### config.mk
export PLATFORM = sky130hd
export DESIGN_NAME = stack_pointer
export DESIGN_NICKNAME = d
export VERILOG_FILES = /design/src/rtl/stack_pointer_pkg.sv /design/src/rtl/stack_pointer.sv
export SDC_FILE = /design/constraint.sdc
export NUM_CORES = 1
export LEC_CHECK = 0
export BUFFER_PORTS_ARGS = -buffer_cell sky130_fd_sc_hd__buf_2
export CAP_MARGIN = 20
export CORE_MARGIN = 2
export CORE_UTILIZATION = 62
export DETAILED_ROUTE_END_ITERATION = 8
export GPL_ROUTABILITY_DRIVEN = 0
export PLACE_DENSITY = 0.85
export SLEW_MARGIN = 5
export SYNTH_ARGS = -nofsm -noshare
export SYNTH_HDL_FRONTEND = slang
export SYNTH_SLANG_ARGS = --single-unit
### constraint.sdc
create_clock -name clk -period 4.7 [get_ports clk]
set_input_delay 0.235 -clock clk [delete_from_list [all_inputs] [get_ports clk]]
set_output_delay 0.235 -clock clk [all_outputs]
set_load 0.02 [all_outputs]
### src/rtl/stack_pointer_pkg.sv
// Shared CPU stack definitions: pointer width, default stack window and the
// request decode used by the stack pointer and the control unit.
package stack_pointer_pkg;

    localparam int          SP_WIDTH         = 16;
    localparam logic [15:0] SP_BASE_DEFAULT  = 16'h0000;
    localparam logic [15:0] SP_LIMIT_DEFAULT = 16'hFFFF;

    typedef enum logic [1:0] {
        SP_OP_NONE = 2'b00,
        SP_OP_POP  = 2'b01,
        SP_OP_PUSH = 2'b10,
        SP_OP_BOTH = 2'b11
    } sp_op_e;

    function automatic sp_op_e sp_decode_op(input logic push, input logic pop);
        return sp_op_e'({push, pop});
    endfunction

endpackage

### src/rtl/stack_pointer.sv
// CPU stack pointer: steps up on push and down on pop inside [SP_BASE, SP_LIMIT],
// with empty/full decodes and sticky overflow/underflow error flags.
module stack_pointer
    import stack_pointer_pkg::*;
#(
    parameter int               WIDTH    = SP_WIDTH,
    parameter logic [WIDTH-1:0] SP_BASE  = SP_BASE_DEFAULT,
    parameter logic [WIDTH-1:0] SP_LIMIT = SP_LIMIT_DEFAULT
) (
    input  logic             clk,
    input  logic             reset,
    input  logic             push,
    input  logic             pop,
    output logic [WIDTH-1:0] out,
    output logic             empty,
    output logic             full,
    output logic             overflow,
    output logic             underflow
);

    localparam logic [WIDTH-1:0] SP_STEP = WIDTH'(1);

    logic [WIDTH-1:0] sp_r;
    logic [WIDTH-1:0] sp_next_s;
    logic             overflow_r;
    logic             overflow_next_s;
    logic             underflow_r;
    logic             underflow_next_s;
    logic             at_base_s;
    logic             at_limit_s;
    sp_op_e           op_s;

    assign at_base_s  = (sp_r == SP_BASE);
    assign at_limit_s = (sp_r == SP_LIMIT);
    assign op_s       = sp_decode_op(push, pop);

    // Next pointer and flag values; bounds are saturating, never wrapping.
    always_comb begin
        sp_next_s        = sp_r;
        overflow_next_s  = overflow_r;
        underflow_next_s = underflow_r;
        if (reset) begin
            sp_next_s        = SP_BASE;
            overflow_next_s  = 1'b0;
            underflow_next_s = 1'b0;
        end else begin
            case (op_s)
                SP_OP_PUSH: begin
                    if (!at_limit_s) begin
                        sp_next_s = sp_r + SP_STEP;
                    end else begin
                        overflow_next_s = 1'b1;
                    end
                end
                SP_OP_POP: begin
                    if (!at_base_s) begin
                        sp_next_s = sp_r - SP_STEP;
                    end else begin
                        underflow_next_s = 1'b1;
                    end
                end
                SP_OP_NONE, SP_OP_BOTH: begin
                    sp_next_s = sp_r;
                end
                default: begin
                    sp_next_s = sp_r;
                end
            endcase
        end
    end

    // State register for the pointer and the sticky error flags.
    always_ff @(posedge clk) begin
        if (reset) begin
            sp_r        <= SP_BASE;
            overflow_r  <= 1'b0;
            underflow_r <= 1'b0;
        end else begin
            sp_r        <= sp_next_s;
            overflow_r  <= overflow_next_s;
            underflow_r <= underflow_next_s;
        end
    end

    assign out       = sp_r;
    assign overflow  = overflow_r;
    assign underflow = underflow_r;
    assign empty     = at_base_s;
    assign full      = at_limit_s;

endmodule

==> results.tsv <==
metric	value	unit
Reg clk slew, reported paths	0.12	ns
number of synthesized flops with an enable pin	0	
worst-case clock skew	0.01160	ns
Yosys Warn Count	0	
GRT Total Usage	25.26	%
total power density per cell area	311.2	nW/um^2
total half-perimeter wirelength after legalization and detailed placement	2628	um
area fraction in and, or, nand and nor cells after synthesis	31.96	%
number of design-rule violations left by the first detailed-router iteration	93	
share of post-route cells with drive strength above 1	21.08	%
outcome	completed	
master of the slowest instance on the critical path	sky130_fd_sc_hd__ha_1	
Synth cell types	59	
syn_area_per_cell	7.847	sq um
vias per std cell	6.299	
routed wirelength normalized by instance count	15.07	um
Root Buffer Master	sky130_fd_sc_hd__clkbuf_4	
max-capacitance violation count	0	
die span in x	56.41	um
Primary FF master, synth	sky130_fd_sc_hd__dfxtp_1	
post-synth top area cell	sky130_fd_sc_hd__dfxtp_1	
fraction of the mapped netlist area in compound gates	21.97	%
gate count after technology mapping	217	
final count of negative-setup-slack endpoints	0	
fraction of synthesized area in multiplexers	4.335	%
Final nets	232	
# port buffers	23	
number of antenna violations at the first check in global routing	0	
DRC viols	0	
pin count of the biggest net entering global routing	41	
Worst-Margin Slew	0.9336	ns
number of cells traversed by the worst register-to-register path	9	
Initial Utilization	63.39	%
global-route wire length before repair	6506	um
dominant combinational cell family by area after synthesis	simple AND/OR/NAND/NOR gates	
setup_tns	0	ns
number of failing hold endpoints at the final stage	0	
clock tree from TritonCTS	built	
data required time of the worst path	4.89	ns
clock tree sinks	18	
smallest setup slack after layout	1.916	ns
proportion of register bits with asynchronous set or reset after synthesis	0	%
r2r setup slk	2.04	ns
setup slack after placement	1.599	ns
crit path DAT	2.98	ns
cell with the most instances after synthesis	sky130_fd_sc_hd__nor2_1	
sequential area share after synthesis	21.16	%
iteration count of the initial detailed-routing pass	5	
FF+latch count, synth	18	
area share of the leading cell type in the synthesized netlist	21.16	%
Adder-Cell Fraction of Synth Area	2.939	%
startpoint of the lowest-slack hold path	reset	
antenna-violating nets left	0	
dominant cells by area after synthesis	sky130_fd_sc_hd__dfxtp_1 (21%), sky130_fd_sc_hd__nor2_1 (6.0%), sky130_fd_sc_hd__xnor2_1 (5.1%), sky130_fd_sc_hd__xor2_1 (4.6%), sky130_fd_sc_hd__nand2_1 (3.3%)	
Period Utilization, post-route	59.23	%
start of the worst register-to-register path	out[1]	
capture endpoint of the worst hold path	underflow	
placeable core region	2686	sq um
highest achievable clock rate	359.2	MHz
post-synth design cell area	1703	sq um
most instantiated cells after synthesis	sky130_fd_sc_hd__nor2_1 (27), sky130_fd_sc_hd__dfxtp_1 (18), sky130_fd_sc_hd__nand2_1 (15), sky130_fd_sc_hd__buf_2 (11)	
total wire length	3828	um
Inserted Clock Buffers	3	
count of pins over their slew limit	0	
via count of the first global-routing pass	1464	
leakage	0.0007327	uW
number of buffers on the longest clock path	2	
io pins	24	
post-synthesis to final-layout area growth	4.849	%
post-synthesis xor/xnor area fraction	9.772	%
Hold Path Class	in2reg	
post-cts hold buffer count	0	
nature of the critical path endpoint	flip-flop	
Congestion Overflow GR	0	
cell depth of the worst hold path	2	
post-cts repair resize count	0	
Worst path max stage delay	0.77	ns
maximum VDD drop	249.2	uV
total via count in the routed design	1600	
maximum net fanout on the critical path	28	
post-CTS setup-driven buffer insertion count	0	
worst max-slew margin expressed relative to the limit	37.76	%
antenna diode count	0	
reg2reg end	out[14]	
clock period minus worst slack	2.784	ns
insertion delay to the later sink of the worst-skew pair	0.30	ns
post-synth net total	225	
crit path cell chain	buf_2, inv_1, ha_1, and3b_1, nor4_2, a32oi_1, a32oi_1, a21oi_1, mux2i_1, mux2_1	
Die H	56.41	um
Placement Rows	19	
most frequent CP cell	sky130_fd_sc_hd__a32oi_1	
unrepaired setup endpoints after global routing	false	
H-Tree Level Count	1	
worst setup path class	in2reg	
overall die area	3182	sq um
type of element launching the critical path	input pin	
-- cells in the final DEF (no fill, tap or decap), types with 5 or more instances in the layout --
cell / synthesis / routed
sky130_fd_sc_hd__nand2_1: 15 / 15
sky130_fd_sc_hd__buf_2: 11 / 23
sky130_fd_sc_hd__dfxtp_1: 18 / 18
sky130_fd_sc_hd__nor2b_1: 5 / 5
sky130_fd_sc_hd__a21oi_1: 8 / 8
sky130_fd_sc_hd__nand4_1: 7 / 7
sky130_fd_sc_hd__nor4_1: 7 / 7
sky130_fd_sc_hd__nor2_1: 27 / 27
sky130_fd_sc_hd__xor2_1: 9 / 9
sky130_fd_sc_hd__xnor2_1: 10 / 10
sky130_fd_sc_hd__o21ai_0: 10 / 10
-- state kept, by name (all words and copies together) (netlist names) --
name       count
out           16
underflow      1
overflow       1
-- per-stage QoR --
step	power [uW]	instance area, sq um	util [%]	instances	hold slack, ns
finish	555.6	1785	66.46	254	0.3289
global route	593.4	1785	66.46	254	0.3373
CTS	557.8	1785	66.46	254	0.3237
detailed placement	456.0	1749	65.11	250	0.4491
global placement	451.2	1749	65.11	250	0.4463
floorplan	413.1	1703	-	217	0.4517
-- how the worst max path moves through the flow --
stage	slack, ns	depth (start not counted)	from	endpoint
after floorplan	1.59	15	push	out[14]
after global placement	1.74	10	push	out[14]
after detailed placement	1.60	10	push	out[14]
after CTS	1.94	10	push	out[14]
after global routing	1.67	13	push	out[14]
final	1.92	10	push	out[14]
-- cell families after synthesis --
| logic type | after synthesis |
|---|---|
| buffers and inverters | 26 |
| adder cells (fa/ha/maj) | 4 |
| flip-flops | 18 |
| AO/OA/AOI/OAI | 50 |
| AND/OR/NAND/NOR | 93 |
| multiplexers | 7 |
| XOR/XNOR | 19 |
-- final cells by class --
cell class | count | area, sq um
Multi-Input combinational cell | 173 | 1209
Timing Repair Buffer | 25 | 130.1
Tap cell | 31 | 38.79
Inverter | 3 | 11.26
Clock buffer | 4 | 36.28
Sequential cell | 18 | 360.3
Fill cell | 254 | 900.9
-- worst max-delay path, delay by kind of cell --
| family | cells | cell delay [ns] |
|---|---|---|
| muxes | 2 | 0.50 |
| AOI/OAI and AO/OA | 3 | 0.59 |
| buffers and inverters | 2 | 0.18 |
| and+or+nand+nor | 2 | 0.70 |
| adders and majority gates | 1 | 0.77 |
-- report_power, final --
group / total, uW / switching (uW) / internal [uW]
sequential: 225 / 53.5 / 171
combinational: 229 / 128 / 101
clock: 101 / 54.1 / 47.2
-- metal layers --
metal	up-vias	GRT usage, %	part of all wire (%)
met2	47	40.34	48
met4	0	10.88	0.91
li1	797	-	-
met3	4	3.687	5.1
met1	752	33.85	46
met5	-	0	0
No activity file was read; power rests on OpenSTA's default activity.
